**src/rtl/keys_pkg.sv**
```systemverilog
// Shared types for the key event scanner.
// Event record layout and scan FSM states.
package keys_pkg;

    localparam int KEYS_DEF  = 89;
    localparam int KEY_IDX_W = $clog2(KEYS_DEF);

    typedef struct packed {
        logic [KEY_IDX_W-1:0] idx;
        logic                 state;
    } key_evt_t;

    typedef enum logic [1:0] {
        ST_IDLE  = 2'd0,
        ST_SCAN  = 2'd1,
        ST_STALL = 2'd2
    } scan_state_t;

endpackage

```
**src/rtl/key_evt_fifo.sv**
```systemverilog
// First-word fall-through event FIFO.
// Full/empty come from the registered count only.
module key_evt_fifo #(
    parameter int W     = 8,
    parameter int DEPTH = 8
) (
    input  logic         clk_i,
    input  logic         rst_i,
    input  logic         i_push,
    input  logic [W-1:0] i_data,
    output logic         o_full,
    input  logic         i_pop,
    output logic         o_valid,
    output logic [W-1:0] o_data
);

    localparam int AW = $clog2(DEPTH);

    logic [W-1:0]  r_mem [DEPTH];
    logic [AW-1:0] r_wr;
    logic [AW-1:0] r_rd;
    logic [AW:0]   r_cnt;
    logic          w_push;
    logic          w_pop;

    assign o_full  = (r_cnt == (AW+1)'(DEPTH));
    assign o_valid = (r_cnt != '0);
    assign w_push  = i_push && !o_full;
    assign w_pop   = i_pop && o_valid;
    assign o_data  = o_valid ? r_mem[r_rd] : '0;

    // Pointers and occupancy; a refused push leaves the count alone
    always_ff @(posedge clk_i) begin
        if (rst_i) begin
            r_wr  <= '0;
            r_rd  <= '0;
            r_cnt <= '0;
        end else begin
            if (w_push) r_wr <= r_wr + AW'(1);
            if (w_pop)  r_rd <= r_rd + AW'(1);
            unique case ({w_push, w_pop})
                2'b10:   r_cnt <= r_cnt + (AW+1)'(1);
                2'b01:   r_cnt <= r_cnt - (AW+1)'(1);
                default: r_cnt <= r_cnt;
            endcase
        end
    end

    // Storage array; contents are masked by o_valid so need no reset
    always_ff @(posedge clk_i) begin
        if (w_push) r_mem[r_wr] <= i_data;
    end

endmodule

```
**src/rtl/key_event_scanner.sv**
```systemverilog
// Walks the debounced key vector one key per clock and queues
// {index, level} events for every change against a shadow copy.
module key_event_scanner
    import keys_pkg::*;
#(
    parameter int KEYS       = KEYS_DEF,
    parameter int FIFO_DEPTH = 8,
    parameter int IDX_W      = $clog2(KEYS)
) (
    input  logic             clk_i,
    input  logic             rst_i,
    input  logic [KEYS-1:0]  keys_i,
    input  logic             scan_en_i,
    output logic             evt_valid_o,
    input  logic             evt_ready_i,
    output logic [IDX_W-1:0] evt_key_o,
    output logic             evt_state_o,
    output logic             busy_o,
    output logic             scan_done_o
);

    scan_state_t      r_state;
    scan_state_t      w_state_nxt;
    logic [IDX_W-1:0] r_ptr;
    logic [IDX_W-1:0] w_ptr_nxt;
    logic [KEYS-1:0]  r_shadow;
    logic             w_key;
    logic             w_diff;
    logic             w_last;
    logic             w_full;
    logic             w_push;
    logic             w_done;
    logic [IDX_W:0]   w_head;

    assign w_key  = keys_i[r_ptr];
    assign w_diff = w_key ^ r_shadow[r_ptr];
    assign w_last = (r_ptr == IDX_W'(KEYS-1));

    // Next state, pointer advance, event push and pass-done strobe
    always_comb begin
        w_state_nxt = r_state;
        w_ptr_nxt   = r_ptr;
        w_push      = 1'b0;
        w_done      = 1'b0;
        unique case (r_state)
            ST_IDLE: begin
                if (scan_en_i) begin
                    w_state_nxt = ST_SCAN;
                    w_ptr_nxt   = '0;
                end
            end
            ST_SCAN: begin
                if (w_diff && w_full) begin
                    w_state_nxt = ST_STALL;
                end else begin
                    w_push = w_diff;
                    if (w_last) begin
                        w_done      = 1'b1;
                        w_ptr_nxt   = '0;
                        w_state_nxt = scan_en_i ? ST_SCAN : ST_IDLE;
                    end else begin
                        w_ptr_nxt = r_ptr + IDX_W'(1);
                    end
                end
            end
            ST_STALL: begin
                if (!w_full) w_state_nxt = ST_SCAN;
            end
            default: begin
                w_state_nxt = ST_IDLE;
                w_ptr_nxt   = '0;
            end
        endcase
    end

    // FSM state and scan pointer
    always_ff @(posedge clk_i) begin
        if (rst_i) begin
            r_state <= ST_IDLE;
            r_ptr   <= '0;
        end else begin
            r_state <= w_state_nxt;
            r_ptr   <= w_ptr_nxt;
        end
    end

    // Shadow follows only the levels that were actually reported
    always_ff @(posedge clk_i) begin
        if (rst_i) begin
            r_shadow <= '1;
        end else if (w_push) begin
            r_shadow[r_ptr] <= w_key;
        end
    end

    key_evt_fifo #(
        .W     (IDX_W + 1),
        .DEPTH (FIFO_DEPTH)
    ) u_fifo (
        .clk_i   (clk_i),
        .rst_i   (rst_i),
        .i_push  (w_push),
        .i_data  ({r_ptr, w_key}),
        .o_full  (w_full),
        .i_pop   (evt_ready_i),
        .o_valid (evt_valid_o),
        .o_data  (w_head)
    );

    assign evt_key_o   = w_head[IDX_W:1];
    assign evt_state_o = w_head[0];
    assign busy_o      = (r_state != ST_IDLE);
    assign scan_done_o = w_done;

endmodule

```
**config.mk**
```make
export PLATFORM = sky130hd
export DESIGN_NAME = key_event_scanner
export DESIGN_NICKNAME = d
export VERILOG_FILES = /design/src/rtl/keys_pkg.sv /design/src/rtl/key_evt_fifo.sv /design/src/rtl/key_event_scanner.sv
export SDC_FILE = /design/constraint.sdc
export NUM_CORES = 1
export LEC_CHECK = 0
export BUFFER_PORTS_ARGS = -buffer_cell sky130_fd_sc_hd__buf_2
export CAP_MARGIN = 20
export CORE_MARGIN = 2
export CORE_UTILIZATION = 45
export CTS_CLUSTER_SIZE = 12
export DETAILED_ROUTE_END_ITERATION = 6
export GPL_ROUTABILITY_DRIVEN = 1
export SLEW_MARGIN = 20
export SYNTH_ARGS = -nofsm -noshare
export SYNTH_HDL_FRONTEND = slang
export SYNTH_HIERARCHICAL = 1
export SYNTH_SLANG_ARGS = --single-unit
```
**constraint.sdc**
```tcl
create_clock -name clk_i -period 6.8 [get_ports clk_i]
set_input_delay 1.7 -clock clk_i [delete_from_list [all_inputs] [get_ports clk_i]]
set_output_delay 1.7 -clock clk_i [all_outputs]
set_load 0.1 [all_outputs]
```
* Word level (Yosys, flattened, before mapping)
Memories as Yosys holds them, arrays and structs flattened. A register that Yosys moved wholly into a read port is not among the register bits. Cells that the tools add are included.
Storage, ports and cells: register bits after elaboration 108, bits in writable memories 64, input port bits 93, output and inout bits 11, logic and storage cells 65, memories kept 1
Memory list:
- u_fifo.r_mem | depth 8, bits a word 8, read ports 1, clocked after Yosys merged registers in 1, write ports 1, RTL line key_evt_fifo.sv:19 | logic [W-1:0] r_mem [DEPTH];
Operators by class: add/sub/neg operators 5, $lt $le $gt $ge 2, equal/unequal tests 10, multiplexer cells 28, bitwise operators 2, reduce and logical (&&, ||, !) cells 11
Operators with widths (count):
- bitwise mux 89 bit | 1
- two-way mux 7 bit | 3
- case mux 7 bit (3 select lines) | 1
- binary-select mux 1 bit (select 7 bit) | 2
- two-way mux 1 bit | 11
- < comparator 7 x 8 -> 1 bit, second input constant | 1
- two-way mux 2 bit | 4
- two-way mux 8 bit | 1
- case mux 4 bit (2 select lines) | 1
- adder 7 x 1 -> 7 bit, second input constant | 1
- demux 1 bit (select 7 bit) | 1
- equality test 7 bit, second input constant | 1
- greater-or-equal comparator 7 x 1 -> 1 bit, second input constant | 1
- adder 3 x 1 -> 3 bit, second input constant | 2
- two-way mux 3 bit | 2
- != test 2 bit, second input constant | 3
- case mux 2 bit (3 select lines) | 1
- AND reduction 3 bit | 2
- adder 4 x 1 -> 4 bit, second input constant | 1
- equality test 2 x 1 -> 1 bit, second input constant | 2
- equality test 2 bit, second input constant | 2
- equality test 4 bit, second input constant | 1
- logical AND 1 bit | 4
- nonzero test 2 bit | 2
- 7 further kinds | 7

* Longest topological paths before layout
depth after elaboration 9, depth in mapped cells 21, gate-level depth less buffers 16

* Hierarchy
The synthesis kept the hierarchy.
Modules (own cells, without submodules):
- key_event_scanner | times used 1, cells each 645, area each 6094.6 sq um, sequential area each 1961.9 sq um
- key_evt_fifo | times used 1, cells each 177, area each 3120.5 sq um, sequential area each 2182.1 sq um

* Worst setup path after synthesis
No wires, ideal clock.
path type input to output, start input port keys_i[2], end output port scan_done_o, arrival time 8.307 ns, data required time 5.100 ns, slack -3.207 ns, stages 8, buffers on the path 0, cell sequence mux2_1 a221o_1 a22o_1 a2111oi_4 o311ai_4 and3_4 or2_1 a2111oi_0
Between the ends: longest elaborated chain between the ends 6
Ends and longest elaborated chain:
- from (decl) | RTL line key_event_scanner.sv:12 | input logic [KEYS-1:0] keys_i,
- binary-select mux 1 bit (select 7 bit) | RTL line key_event_scanner.sv:35 | assign w_key = keys_i[r_ptr];
- two-way mux 1 bit (implied by the code) | RTL line key_event_scanner.sv:35
- named net w_key | RTL line key_event_scanner.sv:27 | logic w_key;
- XOR 1 bit | RTL line key_event_scanner.sv:36 | assign w_diff = w_key ^ r_shadow[r_ptr];
- logical AND 1 bit | RTL line key_event_scanner.sv:53 | if (w_diff && w_full) begin
- two-way mux 1 bit | RTL line key_event_scanner.sv:53
- two-way mux 1 bit | RTL line key_event_scanner.sv:45 | unique case (r_state)
- to (decl) | RTL line key_event_scanner.sv:19 | output logic scan_done_o
The timed path passes the listed nets, and every way through them passes these cells. The select of a mux whose other input is x is not followed.

* Worst setup path after layout
Same ends and word-level chain as after synthesis.

==> impl_metrics.xml <==
<?xml version="1.0" encoding="UTF-8"?>
<metrics>
  <group name="run_status">
    <metric name="run_status" unit="">finished, final reports clean</metric>
  </group>
  <group name="timing">
    <metric name="final_clock_period_utilization_by_the_worst_path" unit="">0.893</metric>
    <metric name="max-slew-margin-rel" unit="">0.317</metric>
    <metric name="achievable-frequency" unit="GHz">0.165</metric>
    <metric name="rsz0062_at_grt" unit="">false</metric>
    <metric name="worst_slew_pin_slew" unit="ps">1020</metric>
    <metric name="setup_viol" unit="">0</metric>
    <metric name="skew" unit="ps">12.2</metric>
    <metric name="layout_min_cycle_time" unit="ps">6070</metric>
    <metric name="final-hold-violation-count" unit="">0</metric>
    <metric name="timing.setup.tns" unit="ps">0</metric>
    <metric name="slew_violations" unit="">0</metric>
  </group>
  <group name="setup_path">
    <metric name="cp-end-kind" unit="">primary output</metric>
    <metric name="cp_common_cell" unit="">a2111oi_4</metric>
    <metric name="timing.critical_path.required" unit="ps">5100</metric>
    <metric name="reg2reg_slack" unit="ps">1690</metric>
    <metric name="crit_family" unit="">compound AO/OA/AOI/OAI gates</metric>
    <metric name="worstSetupStartpointType" unit="">input pin</metric>
    <metric name="r2r.worst_path.cells" unit="">17</metric>
    <metric name="startpoint_of_the_most_critical_register_to_register_path" unit="">r_ptr[1]</metric>
    <metric name="highest_net_fanout_along_the_worst_path" unit="">4</metric>
    <metric name="timing.critical_path.slowest_cell_delay" unit="ps">420</metric>
    <metric name="crit_type" unit="">input pin to primary output</metric>
    <metric name="cp_cell_sequence" unit="">buf_2 -&gt; mux2_1 -&gt; a221o_1 -&gt; a22o_1 -&gt; a2111oi_4 -&gt; o311ai_4 -&gt; and3_4 -&gt; or2_1 -&gt; a2111oi_4 -&gt; buf_12</metric>
    <metric name="setup.worst_path.start" unit="">keys_i[2]</metric>
    <metric name="crit_path_end" unit="">scan_done_o</metric>
    <metric name="reg2reg_to" unit="">u_fifo/r_cnt[2]</metric>
    <metric name="worst-path-stages" unit="">10</metric>
    <metric name="crit_slowest_cell" unit="">a2111oi_4</metric>
    <metric name="critPathBufInv" unit="">2</metric>
    <metric name="cp.arrival" unit="ps">4370</metric>
  </group>
  <group name="clocking">
    <metric name="ctsHoldBuffers" unit="">0</metric>
    <metric name="clock_sink_count" unit="">175</metric>
    <metric name="clockRootBuffer" unit="">clkbuf_16</metric>
    <metric name="cts_htree_levels" unit="">4</metric>
    <metric name="clock_latency" unit="ps">430</metric>
    <metric name="tritoncts" unit="">built</metric>
    <metric name="post-cts-setup-buffer-count" unit="">0</metric>
    <metric name="cts_buffers" unit="">17</metric>
    <metric name="cts_buffer_depth" unit="">2</metric>
    <metric name="clkSlewWorstSetupHoldPaths" unit="ps">70</metric>
    <metric name="cts_resized" unit="">0</metric>
  </group>
  <group name="synthesis">
    <metric name="synthesis.nets" unit="">922</metric>
    <metric name="synth_edf_count" unit="">64</metric>
    <metric name="seq_area_frac_synth" unit="">0.450</metric>
    <metric name="syn-cell-area" unit="um^2">9220</metric>
    <metric name="synth-warning-count" unit="">6</metric>
    <metric name="synth.distinct_cells" unit="">78</metric>
    <metric name="synth-main-ff-cell" unit="">dfxtp_1</metric>
    <metric name="count_of_state_elements_after_synthesis" unit="">175</metric>
    <metric name="ys_async_sr_fraction" unit="">0</metric>
    <metric name="gate_count_of_the_mapped_netlist" unit="">822</metric>
    <metric name="syn_area_per_cell" unit="um^2">11.2</metric>
  </group>
  <group name="power">
    <metric name="powerDensity" unit="nW/um^2">278</metric>
    <metric name="p_leak" unit="nW">3.36</metric>
    <metric name="power.net_switching" unit="W">0.00107</metric>
    <metric name="seq_power_share" unit="">0.394</metric>
    <metric name="power.share.clock" unit="">0.346</metric>
    <metric name="ir_drop" unit="mV">0.179</metric>
    <metric name="p_int" unit="W">0.00185</metric>
    <metric name="netSwitchingFraction" unit="">0.366</metric>
    <metric name="share_comb_of_total_power" unit="">0.260</metric>
  </group>
  <group name="final_layout">
    <metric name="layout_common_cells" unit="">nor2_1 (113), dfxtp_1 (109), buf_2 (101)</metric>
    <metric name="most_common_library_cell_in_the_layout_ignoring_fill_and_taps" unit="">nor2_1</metric>
    <metric name="design.final.nets" unit="">989</metric>
    <metric name="fin_util" unit="">0.521</metric>
    <metric name="antennaDiodeCount" unit="">0</metric>
    <metric name="final_layout_size_suffix_gt1_frac" unit="">0.279</metric>
    <metric name="syn2layout_area_growth" unit="%">14.0</metric>
  </group>
  <group name="die">
    <metric name="die_width" unit="um">147</metric>
    <metric name="start_util" unit="">0.457</metric>
    <metric name="pin_count" unit="">104</metric>
    <metric name="die_height" unit="um">147</metric>
    <metric name="placeableCoreArea" unit="um^2">20200</metric>
    <metric name="die_area" unit="um^2">21600</metric>
    <metric name="site_rows" unit="">52</metric>
  </group>
  <group name="routing">
    <metric name="detail_route.wirelength" unit="um">24500</metric>
    <metric name="drt_first_iter_violations" unit="">553</metric>
    <metric name="ant_nets" unit="">0</metric>
    <metric name="drcViolationCount" unit="">0</metric>
    <metric name="routed_wl_per_cell" unit="um">20.9</metric>
    <metric name="drtPass1Iterations" unit="">5</metric>
    <metric name="detail_route.vias_per_cell" unit="">5.94</metric>
    <metric name="via_count" unit="">6960</metric>
  </group>
  <group name="flow_run">
    <metric name="maxCapViolations" unit="">0</metric>
  </group>
  <group name="placed_design">
    <metric name="port_buffers" unit="">103</metric>
    <metric name="placer_s_final_routability_congestion_estimate" unit="">0.781</metric>
    <metric name="dp.final_hpwl" unit="um">15600</metric>
  </group>
  <group name="global_route">
    <metric name="grt_overflow" unit="">0</metric>
    <metric name="number_of_antenna_violations_at_the_first_check_in_global_routing" unit="">0</metric>
    <metric name="grt_pass1_vias" unit="">6578</metric>
    <metric name="total_routing_usage_gr" unit="">0.227</metric>
    <metric name="global_route_wire_length_before_repair" unit="um">38200</metric>
    <metric name="grt_start_max_net_pins" unit="">90</metric>
  </group>
  <group name="min_path">
    <metric name="min-delay-path-class" unit="">register to register</metric>
  </group>
</metrics>
==> synthesized netlist by cell type (13+ instances only) <==
cell | number | share of area
a221oi_1 | 17 | 0.016
buf_2 | 19 | 0.010
clkbuf_1 | 41 | 0.017
dfxtp_1 | 111 | 0.24
edfxtp_1 | 64 | 0.21
mux2i_1 | 90 | 0.098
mux4_2 | 48 | 0.12
nand2_1 | 37 | 0.015
nand3_1 | 13 | 0.0071
nor2_1 | 114 | 0.046
nor3_1 | 63 | 0.034
o32ai_1 | 14 | 0.013
o41ai_1 | 14 | 0.013
==> through the flow <==
stage	hold WS (ps)	total power (W)	setup slack (ps)	area [um^2]	std cells
global route	491	0.00303	651	10500	1172
detailed placement	459	0.00194	738	9890	1140
finish	476	0.00292	728	10500	1172
global placement	450	0.00193	740	9890	1140
floorplan	437	0.00180	272	9230	822
CTS	477	0.00294	729	10500	1172
==> kinds of logic after synthesis <==
kind of cell | count (synthesis) | synth area share
xor+xnor | 7 | 0.00747
compound gates | 108 | 0.0987
simple gates | 294 | 0.163
flops | 175 | 0.450
fa+ha+maj | 7 | 0.00950
mux | 145 | 0.224
buf+inv | 86 | 0.0479
==> worst min-delay path by stage <==
stage	start	endpoint	slack [ps]	cells after the start
finish	r_shadow[65]	r_shadow[65]	480	2
global route	r_shadow[9]	r_shadow[9]	490	2
CTS	r_shadow[6]	r_shadow[6]	480	2
detailed placement	r_shadow[65]	r_shadow[65]	460	2
global placement	r_shadow[6]	r_shadow[6]	450	2
floorplan	r_shadow[37]	r_shadow[37]	440	2
==> layer usage <==
| metal | routed length, um | part of all wire | GRT usage |
|---|---|---|---|
| met5 | 0 | 0 | 0 |
| met4 | 320 | 0.013 | 0.0620 |
| met3 | 1360 | 0.056 | 0.0416 |
| met2 | 11900 | 0.48 | 0.361 |
| met1 | 11000 | 0.45 | 0.321 |
==> tightest hold or removal path, stage by stage (launching register included) <==
cell	delay, ps
dfxtp_1	330
o32ai_1	70
o41ai_1	50
==> power groups by stage <==
stage	clock, W	sequential (W)	combinational (W)
finish	0.00101	0.00115	0.000759
global route	0.00106	0.00116	0.000808
CTS	0.00102	0.00115	0.000764
detailed placement	0	0.00118	0.000763
global placement	0	0.00118	0.000759
floorplan	0	0.00115	0.000644
==> sequential cells by signal, indices dropped and copies added (netlist names), named ones only <==
register / flops
r_ptr: 7
u_fifo/r_rd: 3
r_state: 2
u_fifo/r_mem: 64
r_shadow: 89
u_fifo/r_wr: 3
u_fifo/r_cnt: 4
==> layout make-up <==
cell class | instances | area [um^2]
tap | 270 | 338
inverter | 9 | 36.3
clock buffer | 17 | 425
timing repair buffer | 125 | 711
multi-input combinational | 561 | 4660
sequential | 175 | 4150
fill | 1822 | 9660
clock inverter | 15 | 191
Power figures use the tool's default switching activity.
